===== src/rtl/bit_serial_add_pkg.sv =====
// bit_serial_add_pkg
// Shared types and helpers for the bit-serial adder sequencer.
//   state_t   : sequencer FSM states (IDLE, DRIVE, WAIT, DONE)
//   cnt_width : width needed for a counter holding 0..n-1, never below 1
package bit_serial_add_pkg;

   typedef enum logic [1:0] {
      IDLE  = 2'd0,
      DRIVE = 2'd1,
      WAIT  = 2'd2,
      DONE  = 2'd3
   } state_t;

   function automatic int cnt_width(input int n);
      return (n <= 1) ? 1 : $clog2(n);
   endfunction

endpackage


===== src/rtl/bit_serial_add_seq_shift.sv =====
// serial_shift_reg
// Parallel-load shift register that shifts right by one and takes a serial
// bit in at the MSB. Load has priority over shift.
// Ports:
//   clk, rst  : clock, synchronous active-high reset (clears q)
//   load      : load q with load_val
//   load_val  : parallel load value
//   shift     : shift right one place, sin enters at the MSB
//   sin       : serial input bit
//   q         : register contents
module serial_shift_reg #(
   parameter int WIDTH = 8
) (
   input  logic             clk,
   input  logic             rst,
   input  logic             load,
   input  logic [WIDTH-1:0] load_val,
   input  logic             shift,
   input  logic             sin,
   output logic [WIDTH-1:0] q
);

   always_ff @(posedge clk) begin
      if (rst) begin
         q <= '0;
      end else if (load) begin
         q <= load_val;
      end else if (shift) begin
         q <= {sin, q[WIDTH-1:1]};
      end
   end

endmodule


===== src/rtl/bit_serial_add_seq.sv =====
// bit_serial_add_seq
// Sequences an external 1-bit full-adder cell through a WIDTH-bit addition,
// LSB first. The cell's cout is registered as the next step's carry, and each
// step's s is shifted into the result register from the top.
// Optional macro BIT_SERIAL_ADD_OVF_EN adds out_ovf (signed overflow flag).
// Ports:
//   clk, rst             : clock, synchronous active-high reset
//   in_valid / in_ready  : operand handshake (ready only in IDLE)
//   in_a, in_b, in_cin   : operands and carry-in
//   fa_a, fa_b, fa_c     : drive to the full-adder cell, held for a whole step
//   fa_s, fa_cout        : cell outputs, valid FA_LAT cycles after driving
//   out_valid / out_ready: result handshake
//   out_sum, out_cout    : WIDTH-bit sum and final carry
//   out_ovf              : (macro only) two's-complement overflow
module bit_serial_add_seq
   import bit_serial_add_pkg::*;
#(
   parameter int WIDTH  = 8,
   parameter int FA_LAT = 0
) (
   input  logic             clk,
   input  logic             rst,
   input  logic             in_valid,
   output logic             in_ready,
   input  logic [WIDTH-1:0] in_a,
   input  logic [WIDTH-1:0] in_b,
   input  logic             in_cin,
   output logic             fa_a,
   output logic             fa_b,
   output logic             fa_c,
   input  logic             fa_s,
   input  logic             fa_cout,
   output logic             out_valid,
   input  logic             out_ready,
   output logic [WIDTH-1:0] out_sum,
   output logic             out_cout
`ifdef BIT_SERIAL_ADD_OVF_EN
   ,
   output logic             out_ovf
`endif
);

   localparam int CW = cnt_width(WIDTH);
   localparam int WW = cnt_width(FA_LAT);
   localparam logic [CW-1:0] LAST_BIT  = CW'(WIDTH - 1);
   localparam logic [WW-1:0] WAIT_INIT = (FA_LAT > 0) ? WW'(FA_LAT - 1) : '0;

   state_t          state_reg;
   logic [CW-1:0]   bit_cnt_reg;
   logic [WW-1:0]   wait_cnt_reg;
   logic            carry_reg;
   logic            busy_reg;
   logic            in_ready_reg;
   logic            out_valid_reg;
`ifdef BIT_SERIAL_ADD_OVF_EN
   logic            c_msb_reg;
`endif

   logic accept;
   logic capture;

   // Index 0 = A, 1 = B, 2 = sum.
   logic [WIDTH-1:0] sh_load [3];
   logic             sh_sin  [3];
   logic [WIDTH-1:0] sh_q    [3];

   always_comb begin
      accept  = (state_reg == IDLE) && in_valid;
      capture = 1'b0;
      // With a combinational cell the result is taken in the DRIVE cycle
      // itself; otherwise only at the end of the WAIT countdown.
      if ((state_reg == DRIVE) && (FA_LAT == 0)) begin
         capture = 1'b1;
      end
      if ((state_reg == WAIT) && (wait_cnt_reg == '0)) begin
         capture = 1'b1;
      end
   end

   assign sh_load[0] = in_a;
   assign sh_load[1] = in_b;
   assign sh_load[2] = '0;
   assign sh_sin[0]  = 1'b0;
   assign sh_sin[1]  = 1'b0;
   assign sh_sin[2]  = fa_s;

   for (genvar gi = 0; gi < 3; gi++) begin : g_sh
      serial_shift_reg #(
         .WIDTH(WIDTH)
      ) u_sh (
         .clk      (clk),
         .rst      (rst),
         .load     (accept),
         .load_val (sh_load[gi]),
         .shift    (capture),
         .sin      (sh_sin[gi]),
         .q        (sh_q[gi])
      );
   end

   always_ff @(posedge clk) begin
      if (rst) begin
         state_reg     <= IDLE;
         bit_cnt_reg   <= '0;
         wait_cnt_reg  <= '0;
         carry_reg     <= 1'b0;
         busy_reg      <= 1'b0;
         in_ready_reg  <= 1'b1;
         out_valid_reg <= 1'b0;
`ifdef BIT_SERIAL_ADD_OVF_EN
         c_msb_reg     <= 1'b0;
`endif
      end else begin
         case (state_reg)
            IDLE: begin
               if (in_valid) begin
                  carry_reg    <= in_cin;
                  bit_cnt_reg  <= '0;
                  busy_reg     <= 1'b1;
                  in_ready_reg <= 1'b0;
                  state_reg    <= DRIVE;
               end
            end
            DRIVE: begin
               if (FA_LAT != 0) begin
                  wait_cnt_reg <= WAIT_INIT;
                  state_reg    <= WAIT;
               end
            end
            WAIT: begin
               if (wait_cnt_reg != '0) begin
                  wait_cnt_reg <= wait_cnt_reg - 1'b1;
               end
            end
            DONE: begin
               if (out_ready) begin
                  out_valid_reg <= 1'b0;
                  in_ready_reg  <= 1'b1;
                  state_reg     <= IDLE;
               end
            end
            default: state_reg <= IDLE;
         endcase

         // End of a bit step; overrides the next state chosen above.
         if (capture) begin
            carry_reg <= fa_cout;
            if (bit_cnt_reg == LAST_BIT) begin
`ifdef BIT_SERIAL_ADD_OVF_EN
               c_msb_reg     <= carry_reg;
`endif
               bit_cnt_reg   <= '0;
               busy_reg      <= 1'b0;
               out_valid_reg <= 1'b1;
               state_reg     <= DONE;
            end else begin
               bit_cnt_reg   <= bit_cnt_reg + 1'b1;
               state_reg     <= DRIVE;
            end
         end
      end
   end

   // The cell inputs are forced low outside a computation so the cell sees
   // a quiet pattern in IDLE/DONE.
   assign fa_a      = sh_q[0][0] & busy_reg;
   assign fa_b      = sh_q[1][0] & busy_reg;
   assign fa_c      = carry_reg  & busy_reg;
   assign in_ready  = in_ready_reg;
   assign out_valid = out_valid_reg;
   assign out_sum   = sh_q[2];
   assign out_cout  = carry_reg;
`ifdef BIT_SERIAL_ADD_OVF_EN
   // Carry into the sign bit differs from carry out of it on signed overflow.
   assign out_ovf   = c_msb_reg ^ carry_reg;
`endif

endmodule


===== config.mk =====
export PLATFORM = sky130hd
export DESIGN_NAME = bit_serial_add_seq
export DESIGN_NICKNAME = d
export VERILOG_FILES = /design/src/rtl/bit_serial_add_pkg.sv /design/src/rtl/bit_serial_add_seq_shift.sv /design/src/rtl/bit_serial_add_seq.sv
export SDC_FILE = /design/constraint.sdc
export NUM_CORES = 1
export LEC_CHECK = 0
export ABC_AREA = 1
export BUFFER_PORTS_ARGS = -buffer_cell sky130_fd_sc_hd__buf_2
export CAP_MARGIN = 20
export CORE_UTILIZATION = 54
export CTS_CLUSTER_DIAMETER = 30
export DETAILED_ROUTE_END_ITERATION = 6
export PLACE_DENSITY = 0.79
export RECOVER_POWER = 25
export SLEW_MARGIN = 25
export SYNTH_ARGS = -nofsm -noshare
export SYNTH_HDL_FRONTEND = slang
export SYNTH_HIERARCHICAL = 1
export SYNTH_SLANG_ARGS = --single-unit

===== constraint.sdc =====
create_clock -name clk -period 1.8 [get_ports clk]
set_input_delay 0.36 -clock clk [delete_from_list [all_inputs] [get_ports clk]]
set_output_delay 0.36 -clock clk [all_outputs]
set_load 0.005 [all_outputs]

Word level (Yosys, flattened, before mapping)
Index checks and enable logic that the tools add are counted.
W data, S select, Z words.
Storage, ports and cells
  logic and storage cells: 66
  output and inout port bits: 14
  bits in registers: 34
  bits of input ports: 23
Cells by class
  bitwise logic cells: 4
  multiplexer cells: 30
  add/sub/neg operators: 2
  eq/ne operators: 8
  reductions and logical operators: 12
Operators with widths (number)
  $mux W8: 4
  $mux W1: 16
  $mux W3: 4
  $mux W2: 4
  $reduce_bool A2 Y1: 4
  $ne A3 B3 Y1 const B: 2
  $reduce_and A3 Y1: 2
  $eq A2 B2 Y1 const B: 2
  $ne A2 B2 Y1 const B: 2
  $pmux W2 S2: 1
  $add A3 B1 Y3 const B: 1
  $and A1 B1 Y1: 3
  $eq A3 B3 Y1 const B: 1
  $reduce_bool A3 Y1: 1
  $eq A2 B1 Y1 const B: 1
  $logic_and A1 B1 Y1: 2
  $logic_not A2 Y1: 1
  $pmux W1 S2: 1
  $reduce_and A2 Y1: 1
  $reduce_or A2 Y1: 1
  $not A1 Y1: 1
  $sub A1 B1 Y1 const B: 1

Longest topological paths before layout
Gate-level depths: netlist of the first run.
  depth in word-level cells: 5
  depth in mapped cells: 10
  mapped depth without buffers: 9

Modules after synthesis
Netlist of the first run, hierarchy kept.
Modules (own cells, without submodules)
  serial_shift_reg: cells an instance 66, area each 419.2 um^2, instances 3
  bit_serial_add_seq: cells an instance 72, area each 524.3 um^2, instances 1

Worst setup path after synthesis of the first run
OpenSTA, ideal clock, no wires.
  kind: reg2reg
  start point: register state_reg[0]
  end point: register bit_cnt_reg[0]
  library setup time: 0.116 ns
  stages on the path, launching flop included: 9
  slack: 0.424 ns
  path buffers: 1
  clock period less this slack: 1.376 ns
  required time: 1.684 ns
  arrival: 1.260 ns
  cell sequence: dfxtp_1 > inv_1 > ha_1 > buf_6 > nor2_4 > nor2_1 > inv_2 > nor2_1 > nor2_1
On the way
  longest elaborated chain between the ends: 5
RTL lines
  start, declared: RTL line bit_serial_add_seq.sv:48  | state_t state_reg;
  start signal, assigned: RTL line bit_serial_add_seq.sv:103  | state_reg <= IDLE;
  start signal, assigned: RTL line bit_serial_add_seq.sv:121  | state_reg <= DRIVE;
  start signal, assigned: RTL line bit_serial_add_seq.sv:127  | state_reg <= WAIT;
  $eq A2 B1 Y1 / $eq A2 B2 Y1 (equally long branches): RTL line bit_serial_add_seq.sv:72, bit_serial_add_seq.sv:75
  $mux W1 / $logic_and A1 B1 Y1 (equally long branches): RTL line bit_serial_add_seq.sv:72, bit_serial_add_seq.sv:75
  $mux W1 (*): RTL line bit_serial_add_seq.sv:75  | if ((state_reg == WAIT) && (wait_cnt_reg == '0)) begin
  named net capture: RTL line bit_serial_add_seq.sv:60  | logic capture;
  $reduce_bool A2 Y1 (no line)
  $reduce_and A2 Y1 (no line)
  end signal, assigned: RTL line bit_serial_add_seq.sv:157  | bit_cnt_reg <= bit_cnt_reg + 1'b1;
  end, declared: RTL line bit_serial_add_seq.sv:49  | logic [CW-1:0] bit_cnt_reg;
The timed path passes the listed nets; every way through them passes the cells marked *.
A chain may end at the register's enable or synchronous reset.

Worst setup path after layout of the first run
  start point: register state_reg[0]
  end point: register g_sh[1].u_sh.q[4]
On the way
  longest elaborated chain between the ends: 4
RTL lines
  $eq A2 B1 Y1 / $eq A2 B2 Y1 (equally long branches): RTL line bit_serial_add_seq.sv:72, bit_serial_add_seq.sv:75
  $mux W1 / $logic_and A1 B1 Y1 (equally long branches): RTL line bit_serial_add_seq.sv:72, bit_serial_add_seq.sv:75
  $mux W1 (*): RTL line bit_serial_add_seq.sv:75
  named net capture: RTL line bit_serial_add_seq.sv:60
  $reduce_bool A2 Y1 (no line) (*)
  end signal, assigned: RTL line bit_serial_add_seq_shift.sv:27  | q <= load_val;
  end signal, assigned: RTL line bit_serial_add_seq_shift.sv:29  | q <= {sin, q[WIDTH-1:1]};
  end, declared: RTL line bit_serial_add_seq_shift.sv:20  | output logic [WIDTH-1:0] q
Marked as above.

==> flow_results.org, run 1 <==
** Status
- The flow ran to the end, and the final reports show no timing, DRC or antenna violations.

** STA
- The number of hold-slack violations in the final timing report is 0.
- Total setup violations reported at the end of the flow :: 0
- Total count of max-transition violations in the final report :: 0
- Unrepaired setup endpoints after global routing :: false
- Summed over all failing endpoints, the final setup total negative slack is 0 ns.
- Static timing analysis puts the maximum clock frequency at 0.627 GHz.
- For the finished layout, the period the worst path requires is 1.60 ns.
- Period Utilization, post-route :: 0.886
- Final setup skew :: 0.0123 ns

** Clocking
- For the worst-skew pair, the clock arrives at the later sink with an insertion delay of 0.34 ns.
- In this run, post-CTS hold repair placed 0 buffers.
- Clock tree from TritonCTS :: yes
- The number of setup buffers added after CTS is 0.
- The tree is rooted in a sky130_fd_sc_hd__clkbuf_4.
- The tree built by TritonCTS fans out to 33 sinks.
- The H-tree generated during clock tree synthesis spans 2 levels.
- Clock-pin slew was measured on the worst setup and hold paths at 0.10 ns.
- Maximum number of buffers from clock root to sink :: 2
- Post-cts repair resize count :: 0
- Buffers inserted during clock tree synthesis total 5.

** Placed design
- Detailed placement HPWL :: 2.51 mm
- At the end of routability-driven placement, the weighted congestion stood at 0.844.
- The count of buffers added on input and output ports is 36.

** Finish
- Counting the fill cells in the layout gives roughly 310.
- Reg area :: 661 um^2
- Area taken by multi-input logic gates :: 933 um^2
- The register with the most flip-flops in the layout has 24 of them.
- Most common cell after layout, fill and taps aside :: sky130_fd_sc_hd__nand2_1
- Compared with the post-synthesis result, the final layout area differs by 16.6%.
- Utilization of the core after routing :: 0.669
- After the last flow step, the layout net total stands at 350.
- The repair_antennas step left the layout with diodes totalling 0.
- Most used cells in the layout excluding fill and tap cells :: sky130_fd_sc_hd__nand2_1, sky130_fd_sc_hd__inv_1, sky130_fd_sc_hd__dfxtp_1, sky130_fd_sc_hd__buf_2, sky130_fd_sc_hd__nand3_1
- Of the cells placed in the final design, the portion with a size suffix greater than 1 is 0.168.

** Drt
- Vias after detailed routing :: between 1,500 and 2,000
- Number of violations reported at the end of detailed-routing iteration 0 :: 82
- In this run the remaining antenna-violating nets after routing total 0.
- Drt wl/cell :: 9.73 um
- Drt drc :: 0
- The first detailed-routing pass took 6 iterations.
- Dividing the detail-routed via count by the number of cells gives 4.64.
- Wires add up to 3.55 mm.

** Logic synthesis
- The share of the Yosys chip area taken by registers is 0.371.
- Number of register bits inferred by synthesis :: 33
- Of all cell types, the one taking the most synthesized area is sky130_fd_sc_hd__dfxtp_1.
- Dividing the synthesized area by the synthesized cell count gives between 6 and 7 um^2.
- Top area cells in the synthesized netlist :: sky130_fd_sc_hd__dfxtp_1, sky130_fd_sc_hd__nand2_1, sky130_fd_sc_hd__inv_1, sky130_fd_sc_hd__nand3_1, sky130_fd_sc_hd__a21oi_1
- Proportion of netlist area held by the largest area contributor :: 0.371
- Synthesis produced between 200 and 300 cells.
- Count of unique library cells instantiated by Yosys :: 20
- Post-Syn Area :: 1780 um^2
- Syn. warnings :: 6

** Pwr
- Worst VDD drop :: 0.457 mV
- Pwr Density :: 839 nW/um^2
- In this run the static leakage power is 1.15 nW.

** Floorplanning
- Total die area :: 3530 um^2
- After floorplanning, the core was sized to cover 3100 um^2.
- Row generation in the floorplan step produced 20 rows.
- X dimension of the die :: between 50 and 60 um
- The die is around 59 um tall.
- Initial cell density of the core :: 0.574
- Number of I/O pins :: 37

** Min path
- Worst Hold Class :: input port to register

** GRT
- After global routing the overflow that remains totals 0.
- The first global-routing pass estimated 5.89 mm of wire.
- Maximum number of pins on one net before global-route repair :: 22
- Number of antenna violations at the first check in global routing :: 0
- The via count of the first global-routing pass was 1,430.
- Global-route usage over all layers :: 0.224

** Setup path
- Category of the most critical setup path :: register to register
- The worst setup path is launched from a register.
- Largest fanout on the critical path :: 21
- Critical Path RT :: 2.06 ns
- Element type at the critical path end :: register
- Signal arrival time at the worst endpoint :: 1.86 ns

** Run
- Across the run, the number of max-cap violations was 0.
synthesized netlist by cell type:
cell,number
sky130_fd_sc_hd__o21ai_0,4
sky130_fd_sc_hd__inv_2,4
sky130_fd_sc_hd__buf_6,4
sky130_fd_sc_hd__conb_1,1
sky130_fd_sc_hd__nor2_1,5
sky130_fd_sc_hd__or2_2,1
sky130_fd_sc_hd__buf_4,3
sky130_fd_sc_hd__nor2_4,1
sky130_fd_sc_hd__nand2_2,1
sky130_fd_sc_hd__nand3_1,22
sky130_fd_sc_hd__dfxtp_1,33
sky130_fd_sc_hd__nand4_1,1
sky130_fd_sc_hd__a21oi_1,21
sky130_fd_sc_hd__nor3_1,1
sky130_fd_sc_hd__ha_1,6
sky130_fd_sc_hd__nand3_2,1
sky130_fd_sc_hd__nand2_1,119
sky130_fd_sc_hd__inv_1,37
sky130_fd_sc_hd__nand3b_1,2
sky130_fd_sc_hd__nor2_8,3
final timing paths:
path | from | endpoint | slack [ns] | cells after the start
worst max-delay path | state_reg[0] | g_sh[1].u_sh/q[4] | 0.20 | 7
worst min-delay path | out_ready | in_ready | 0.29 | 3
worst max register to register | state_reg[0] | g_sh[1].u_sh/q[4] | 0.20 | 7
worst min register to register | in_ready | in_ready | 0.47 | 2
per-layer routing:
layer	global-route usage	part of all wire	vias up
met5	0	0	-
met1	0.265	0.49	732
met3	0.0480	0.043	5
met4	0.109	0.017	0
li1	-	-	918
met2	0.380	0.45	38
metrics by stage:
stage	worst slack (ns)	hold WS [ns]	total power (W)	cells	area, um^2
floorplan	0.424	0.429	0.00122	279	1820
global placement	0.301	0.437	0.00132	358	2030
detailed placement	0.236	0.452	0.00133	358	2030
CTS	0.208	0.275	0.00176	365	2080
global route	0.0793	0.287	0.00186	365	2080
finish	0.205	0.285	0.00174	365	2080
layout make-up:
cell class | instances | area share
Multi-Input combinational cell | 198 | 0.449
Sequential cell | 33 | 0.318
Timing Repair Buffer | 42 | 0.105
Inverter | 41 | 0.0741
Clock buffer | 7 | 0.0265
Tap cell | 44 | 0.0265
where the power goes:
part	internal (W)	switching [W]	total (W)	leakage, nW
clock	0.000184	0.000247	0.000432	0.0314
combinational	0.000176	0.000281	0.000458	0.844
sequential	0.000806	0.0000467	0.000853	0.272
critical path, cell delays in order (launching register included):
cell,delay (ns)
sky130_fd_sc_hd__dfxtp_1,0.39
sky130_fd_sc_hd__inv_1,0.08
sky130_fd_sc_hd__ha_1,0.38
sky130_fd_sc_hd__buf_4,0.33
sky130_fd_sc_hd__nand2_1,0.09
sky130_fd_sc_hd__nand2_1,0.06
sky130_fd_sc_hd__nand2_1,0.05
sky130_fd_sc_hd__a21oi_1,0.12
cells by family after synthesis:
family	Yosys count	share of synthesized area
AND/OR/NAND/NOR	157	0.390
buffers and inverters	48	0.124
adder cells (fa/ha/maj)	6	0.0421
other	1	0.00210
AO/OA/AOI/OAI	25	0.0702
flip-flops	33	0.371
Power figures use the tool's default switching activity.
==> run 2: changes to the inputs <==
CELL_PAD_IN_SITES_DETAIL_PLACEMENT = 1   (was not set)
CELL_PAD_IN_SITES_GLOBAL_PLACEMENT = 1   (was not set)
CORE_MARGIN = 3   (was not set)
CORE_UTILIZATION = 37   (was 54)
PLACE_DENSITY = 0.78   (was 0.79)
TNS_END_PERCENT = 10   (was not set)
==> flow_results.org, run 2 (synthesis results as in run 1) <==
** Pwr
- Logic gate share of total power :: 0.257 (-0.006)
- The switching power total is 0.000610 W (+6.1%).
- The clock share of power is 0.287 (+0.039).
- The internal power is 0.00126 W (+8.1%).
- The power share of the sequential group came to 0.457 (-0.033).
- Pwr Density :: 880 nW/um^2 (+5.0%)
- Static leakage :: 1.16 nW (+1.4%)
- The maximum ir drop on the vdd rail was 0.405 mV (-11%).
- Switching power as a share of total power :: 0.326 (-0.00413)

** Finish
- Count of inserted antenna diode cells :: 0 (unchanged)
- Fillers :: 643 (+110%)
- Synth-to-layout area growth :: 19.3%
- Leaving out fill and tap cells, the most frequent cell in the layout is sky130_fd_sc_hd__nand2_1.
- Final standard cell area without fillers :: 2130 um^2 (+2.3%)
- The final standard cell utilization of the core is 0.472 (-0.197).
- Max reg flops :: 24 (unchanged)
- Final net count :: 348 (-0.57%)
- The share of layout cells above drive strength 1 was 0.169 (+0.000526).
- The top cell types in the final layout, fill and taps aside, are sky130_fd_sc_hd__nand2_1, sky130_fd_sc_hd__inv_1, sky130_fd_sc_hd__dfxtp_1, sky130_fd_sc_hd__buf_2, sky130_fd_sc_hd__nand3_1.
- Final non-filler cell total :: 372 (+1.9%)

** Setup path
- The cell depth of the worst flop-to-flop path was 6 (-1).
- STA classifies the critical path endpoint as a register.
- Category of the most critical setup path :: register to register
- In this run the worst setup path terminates at g_sh[2].u_sh/q[6].
- Start of the worst register-to-register path :: state_reg[0]
- STA classifies the critical path startpoint as a register.
- The setup slack on the worst flop-to-flop path was 0.26 ns (+0.06 ns).
- The data arrival time of the critical path was 1.74 ns (-0.12 ns).
- Largest fanout on the critical path :: 11 (-48%)
- The endpoint identified for the worst register-to-register timing path is g_sh[2].u_sh/q[6].
- The most critical setup path has its startpoint at state_reg[0].
- Critical Path RT :: 2.00 ns (-0.06 ns)

** Run
- The number of max-cap violations was 0 (unchanged).

** Drt
- The detailed-route wire length is 4.24 mm (+19%).
- The via count normalized by instance count was 4.55 (-1.9%).
- Number of search-and-repair iterations in the first detailed-routing pass :: 4 (-2)
- Number of violations reported at the end of detailed-routing iteration 0 :: 64 (-22%)
- The remaining antenna violation count after routing is 0 (unchanged).
- The number of remaining DRC errors was 0 (unchanged).
- Drt wl/cell :: 11.4 um (+17%)
- Vias after detailed routing :: 1,693 (unchanged)

** GRT
- The overall overflow remaining after global route is 0 (unchanged).
- The global-route met1 utilization came to 0.211 (-0.0547).
- The fraction of met2 tracks used by global routing is 0.259 (-0.122).
- The global-route wire length before repair came to 7.03 mm (+19%).
- Global-route usage over all layers :: 0.158 (-0.0655)
- The met3 routing resource usage after global routing was 0.0317 (-0.0164).
- met2 is the most crowded layer.
- Number of global-route vias before repair :: 1,547 (+8.2%)
- Number of antenna violations at the first check in global routing :: 0 (unchanged)
- Maximum number of pins on one net before global-route repair :: 32 (+45%)

** Clocking
- Count of hold buffers inserted by post-cts repair :: 0 (unchanged)
- The clock transition at the registers of the reported paths is 0.07 ns (-0.03 ns).
- The clock buffer count from CTS is 5 (unchanged).
- H-tree Lvls :: 2 (unchanged)
- Clock Root Buffer :: sky130_fd_sc_hd__clkbuf_8
- Maximum number of buffers from clock root to sink :: 2 (unchanged)
- Post-cts repair resize count :: 0 (unchanged)
- Clock tree from TritonCTS :: yes
- The clock sink total is 33 (unchanged).
- The clock latency of the later-clocked register in the worst-skew pair came to 0.28 ns (-0.06 ns).
- Setup fix buffers added after clock tree synthesis :: 0 (unchanged)

** STA
- The final critical-path required period is 1.54 ns (-0.0566 ns).
- Period Utilization, post-route :: 0.855 (-0.0315)
- Final Hold Slack :: 0.370 ns (+0.0848 ns)
- The setup-violating endpoint count in the final report is 0 (unchanged).
- The worst clock skew is 0.00311 ns (-0.00919 ns).
- The maximum clock frequency came to 0.650 GHz (+3.7%).
- Setup TNS Final :: 0 ns (unchanged)
- Unrepaired setup endpoints after global routing :: false
- The final number of max-transition violations was 0 (unchanged).
- The number of hold-slack violations in the final timing report came to 0 (unchanged).

** Min path
- Worst Hold Class :: input port to register
- The startpoint identified for the worst hold timing path is out_ready.

** Status
- The flow ran to the end, and the final reports show no timing, DRC or antenna violations.

** Floorplanning
- The die width was 75.4 um (+27%).
- Die Height :: 75.4 um (+27%)
- The cell row count was 24 (+20%).
- The core area was 4500 um^2 (+45%).
- Total die area :: 5680 um^2 (+61%)
- Initial cell density of the core :: 0.396 (-0.179)
- Number of I/O pins :: 37 (unchanged)

** Placed design
- Count of port buffers added during placement :: 36 (unchanged)
- The final weighted congestion of routability-driven global placement is 0.770 (-8.8%).
- The cell area reported after detailed placement is 2050 um^2 (+0.99%).
- The cell count after placement is 364 (+1.7%).
- Detailed placement HPWL :: 3.11 mm (+24%)
run 2: cell count changes in the layout (fill, tap and decap cells not counted):
cell	before	now
sky130_fd_sc_hd__clkinv_2	0	2
sky130_fd_sc_hd__clkbuf_1	6	5
sky130_fd_sc_hd__buf_2	31	32
sky130_fd_sc_hd__clkbuf_4	5	0
sky130_fd_sc_hd__buf_4	6	2
sky130_fd_sc_hd__buf_12	0	2
sky130_fd_sc_hd__clkbuf_8	1	5
run 2: worst min path at each step:
| stage | slack [ns] | endpoint | cells past startpoint |
|---|---|---|---|
| 6_report | 0.37 | in_ready | 3 |
| 5_1_grt | 0.38 | in_ready | 3 |
| 4_1_cts | 0.36 | in_ready | 3 |
| 3_5_place_dp | 0.45 | in_ready | 2 |
| 3_3_place_gp | 0.44 | in_ready | 2 |
| 2_1_floorplan | 0.43 | bit_cnt_reg[1] | 1 |
run 2: final cells by class:
| type | instances | area (um^2) | area share |
|---|---|---|---|
| clock inverters | 2 | 10.0 | 0.00471 |
| flip-flops and latches | 33 | 661 | 0.311 |
| multi-input cells | 198 | 933 | 0.439 |
| repair buffers | 40 | 230 | 0.108 |
| inverters | 41 | 154 | 0.0724 |
| well taps | 52 | 65.1 | 0.0306 |
| clock buffers | 6 | 72.6 | 0.0341 |
run 2: through the flow:
step           power, W  setup WS (ns)
3_3_place_gp    0.00135          0.352
6_report        0.00187          0.262
4_1_cts         0.00191          0.261
2_1_floorplan   0.00122          0.424
5_1_grt         0.00201          0.120
3_5_place_dp    0.00136          0.280
run 2: worst max-delay path, cell delays in order (launching register included):
cell and delay [ns]:
sky130_fd_sc_hd__dfxtp_1 0.38, sky130_fd_sc_hd__inv_1 0.08, sky130_fd_sc_hd__ha_1 0.40, sky130_fd_sc_hd__buf_4 0.23, sky130_fd_sc_hd__nor2_8 0.14, sky130_fd_sc_hd__nand2_1 0.07, sky130_fd_sc_hd__a21oi_1 0.15
run 2: power by group through the flow:
| stage | Sequential [W] | Combinational [W] | Clock, W |
|---|---|---|---|
| 6_report | 0.000854 | 0.000480 | 0.000537 |
| 4_1_cts | 0.000854 | 0.000491 | 0.000565 |
| 3_3_place_gp | 0.000869 | 0.000478 | 0 |
| 2_1_floorplan | 0.000862 | 0.000354 | 0 |
| 5_1_grt | 0.000864 | 0.000550 | 0.000596 |
| 3_5_place_dp | 0.000870 | 0.000490 | 0 |
run 2: metal layers:
layer / vias to the layer above / part of all wire / routed length, um
li1: 913 / - / -
met1: 746 / 0.49 / 2060
met2: 32 / 0.46 / 1960
met3: 2 / 0.048 / 202
met4: 0 / 0.0035 / 15
met5: - / 0 / 0
==> run 3: changes to the inputs <==
REMOVE_ABC_BUFFERS = 1   (was not set)
SYNTH_HIERARCHICAL = not set   (was 1)
==> flow_results.org, run 3 <==
** Setup path
- Largest fanout on the critical path :: 26 (+15)
- The worst setup path is of the register to register kind.
- Element type at the critical path end :: register
- Critical Path RT :: 2.00 ns (about the same)
- The data arrival time of the critical path was 1.82 ns (+0.08 ns).
- Startpoint class of the critical path :: register

** Floorplanning
- The vertical die dimension came to 68.7 um (-8.8%).
- X dimension of the die :: 68.7 um (-8.8%)
- The total die area was 4730 um^2 (-17%).
- The cell row count is 22 (-8.3%).
- Initial cell density of the core :: 0.392 (-0.00364)
- The core area is 3720 um^2 (-18%).
- Number of I/O pins :: 37 (unchanged)

** Clocking
- Clock Root Buffer :: sky130_fd_sc_hd__clkbuf_8
- The clock buffer count from CTS came to 5 (unchanged).
- H-tree Lvls :: 2 (unchanged)
- Clock tree from TritonCTS :: yes
- The clock latency of the later-clocked register in the worst-skew pair is 0.28 ns (about the same).
- Post-cts repair resize count :: 0 (unchanged)
- Maximum number of buffers from clock root to sink :: 2 (unchanged)
- Count of hold buffers inserted by post-cts repair :: 0 (unchanged)
- Clk sink count :: 33 (unchanged)
- Clock-pin slew of the registers on the worst-case setup and hold paths :: 0.07 ns (about the same)
- The number of post-CTS setup repair buffers was 0 (unchanged).

** Logic synthesis
- The count of distinct cell types in the synthesized netlist is 21 (+5.0%).
- In the synthesized netlist, the cells that appear most often are sky130_fd_sc_hd__nand2_1, sky130_fd_sc_hd__dfxtp_1, sky130_fd_sc_hd__a21oi_1.
- Largest area contributor in the netlist :: sky130_fd_sc_hd__dfxtp_1
- Top area cells in the synthesized netlist :: sky130_fd_sc_hd__dfxtp_1, sky130_fd_sc_hd__nand2_1, sky130_fd_sc_hd__a21oi_1, sky130_fd_sc_hd__nand3_1, sky130_fd_sc_hd__a31oi_1
- The fraction of synthesis flops using an asynchronous set or reset pin was 0 (unchanged).
- The top-area cell type share of the netlist area came to 0.454 (+0.0828).
- The most used flip-flop cell after synthesis is sky130_fd_sc_hd__dfxtp_1.
- The flip-flop and latch count after synthesis came to 33 (unchanged).
- Syn. warnings :: 0 (-6)
- The number of synthesized flops with an enable pin was 0 (unchanged).
- The most common cell in the synthesized netlist is sky130_fd_sc_hd__nand2_1.
- Post-synthesis average cell area :: 7.51 um^2 (+14%)
- Instance count of the mapped netlist :: 194 (-28%)
- The netlist area before placement was 1460 um^2 (-18%).
- Sequential area share after synthesis :: 0.454 (+0.0828)

** Finish
- The storage element area was 661 um^2 (unchanged).
- Final net count :: 260 (-25%)
- Count of inserted antenna diode cells :: 0 (unchanged)
- Area taken by multi-input logic gates :: 683 um^2 (-27%)
- Most common cell after layout, fill and taps aside :: sky130_fd_sc_hd__nand2_1
- Most used cells in the layout excluding fill and tap cells :: sky130_fd_sc_hd__nand2_1, sky130_fd_sc_hd__dfxtp_1, sky130_fd_sc_hd__buf_2, sky130_fd_sc_hd__a21oi_1, sky130_fd_sc_hd__nand3_1
- The layout filler cell count was 498 (-23%).
- Fraction of layout instances using a drive strength above 1 :: 0.191 (+0.0226)
- Compared with the post-synthesis result, the final layout area differs by 19.2%.
- The flip-flop count of the largest register after layout is 24 (unchanged).

** Status
- The flow ran to the end, and the final reports show no timing, DRC or antenna violations.

** GRT
- The overall overflow remaining after global route is 0 (unchanged).
- Number of global-route vias before repair :: 1,336 (-14%)
- The initial antenna violation count is 0 (unchanged).
- Maximum number of pins on one net before global-route repair :: 27 (-16%)
- The overall routing resource usage was 0.167 (+0.00888).
- Wire length of the first global-routing pass :: 5.95 mm (-15%)

** Min path
- Worst Hold Class :: input port to register

** Drt
- Drt drc :: 0 (unchanged)
- The detailed-route wire length was 3.35 mm (-21%).
- The routed wirelength normalized by instance count came to 12.0 um (+5.7%).
- The initial detailed-routing violation count was 64 (unchanged).
- DR vias/cell :: 4.83 (+6.1%)
- The remaining antenna violation count after routing was 0 (unchanged).
- The first-pass detailed-route iteration total is 4 (unchanged).
- The via count of the routed design was 1,343 (-21%).

** Placed design
- The placed wire-length estimate was 2.45 mm (-21%).
- The number of buffers added on ports came to 36 (unchanged).
- The final weighted congestion of routability-driven global placement came to 0.735 (-4.5%).

** STA
- Minimum clock period :: 1.62 ns (+0.0791 ns)
- For the pin with the worst max-slew slack, the measured transition is around 0.31 ns.
- Setup TNS Final :: 0 ns (unchanged)
- Period Utilization, post-route :: 0.899 (+0.0440)
- The final number of max-transition violations is 0 (unchanged).
- The worst clock skew came to 0.00345 ns (+0.000339 ns).
- The setup-violating endpoint count in the final report came to 0 (unchanged).
- Unrepaired setup endpoints after global routing :: false
- Final Hold Fails :: 0 (unchanged)
- The maximum clock frequency is 0.618 GHz (-4.9%).
- Measured against its own limit, the worst slew margin works out to 0.791.

** Pwr
- The fraction of power consumed by combinational cells came to 0.151 (-0.106).
- The leakage power total came to 0.751 nW (-35%).
- The internal power was 0.00111 W (-12%).
- Sequential share of power :: 0.521 (+0.064)
- Switching power as a share of total power :: 0.271 (-0.0547)
- Switching component of the power :: 0.000415 W (-32%)
- Post-layout total power :: 0.00153 W (-18%)
- Pwr Density :: 881 nW/um^2 (about the same)
- The clock share of power is 0.328 (+0.041).
- The maximum ir drop on the vdd rail came to 0.305 mV (-25%).

** Run
- The number of max-cap violations is 0 (unchanged).
[run 3: cell count changes after synthesis, moves of 3 or more]
cell                      previous run  this run
sky130_fd_sc_hd__a21oi_1            21        18
sky130_fd_sc_hd__a31oi_1             0        12
sky130_fd_sc_hd__buf_2               0         4
sky130_fd_sc_hd__inv_1              37        11
sky130_fd_sc_hd__inv_2               4         1
sky130_fd_sc_hd__nand2_1           119        66
sky130_fd_sc_hd__nand3_1            22        16
sky130_fd_sc_hd__nor2_1              5         9
sky130_fd_sc_hd__nor2_8              3         0
[run 3: cell families after synthesis]
kind of cell               Yosys count  synth area share
and+or+nand+nor                     97             0.284
AOI/OAI and AO/OA                   36             0.134
DFF                                 33             0.454
buffers and inverters               22            0.0773
adders and majority gates            6            0.0515
[run 3: layout make-up]
cell class | instances | area share
Inverter | 13 | 0.0296
Sequential cell | 33 | 0.381
Tap cell | 48 | 0.0346
Timing Repair Buffer | 39 | 0.119
Clock inverter | 1 | 0.00288
Clock buffer | 5 | 0.0397
Multi-Input combinational cell | 139 | 0.394
[run 3: stage by stage]
stage	setup WS [ns]	area (um^2)	hold WS, ns	util	std cells
detailed placement	0.187	1670	0.453	0.449	272
finish	0.182	1740	0.334	0.467	278
global placement	0.233	1670	0.442	0.449	272
global route	0.0117	1740	0.327	0.467	278
CTS	0.167	1740	0.332	0.469	278
floorplan	0.00972	1400	0.429	-	185
[run 3: worst paths after layout]
| path | startpoint | to | slack [ns] | depth (start not counted) |
|---|---|---|---|---|
| worst max register to register | state_reg[0] | g_sh[0].u_sh.q[5] | 0.18 | 6 |
| worst min register to register | in_ready | in_ready | 0.46 | 2 |
| worst max-delay path | state_reg[0] | g_sh[0].u_sh.q[5] | 0.18 | 6 |
| worst min-delay path | fa_s | g_sh[2].u_sh.q[7] | 0.33 | 3 |
[run 3: layer usage]
metal  share of wire  GRT usage  vias to the layer above  wire length [um]
met2            0.45      0.281                       31              1520
met4          0.0012     0.0365                        0                 4
met3           0.059     0.0551                        2               197
met5               0          0                        -                 0
li1                -          -                      706                 -
met1            0.49      0.207                      604              1630
[run 3: critical path: stages, from the launching register on]
cell                      delay, ns
sky130_fd_sc_hd__dfxtp_1       0.36
sky130_fd_sc_hd__inv_1         0.08
sky130_fd_sc_hd__ha_1          0.38
sky130_fd_sc_hd__buf_12        0.20
sky130_fd_sc_hd__nor2_4        0.29
sky130_fd_sc_hd__nand2_1       0.10
sky130_fd_sc_hd__a31oi_1       0.13
[run 3: power by group through the flow]
stage          clock, W  combinational (W)  sequential, W
5_1_grt        0.000553           0.000269       0.000803
3_3_place_gp          0           0.000232       0.000812
3_5_place_dp          0           0.000236       0.000813
4_1_cts        0.000518           0.000237       0.000798
6_report       0.000501           0.000230       0.000797
2_1_floorplan         0           0.000140       0.000808
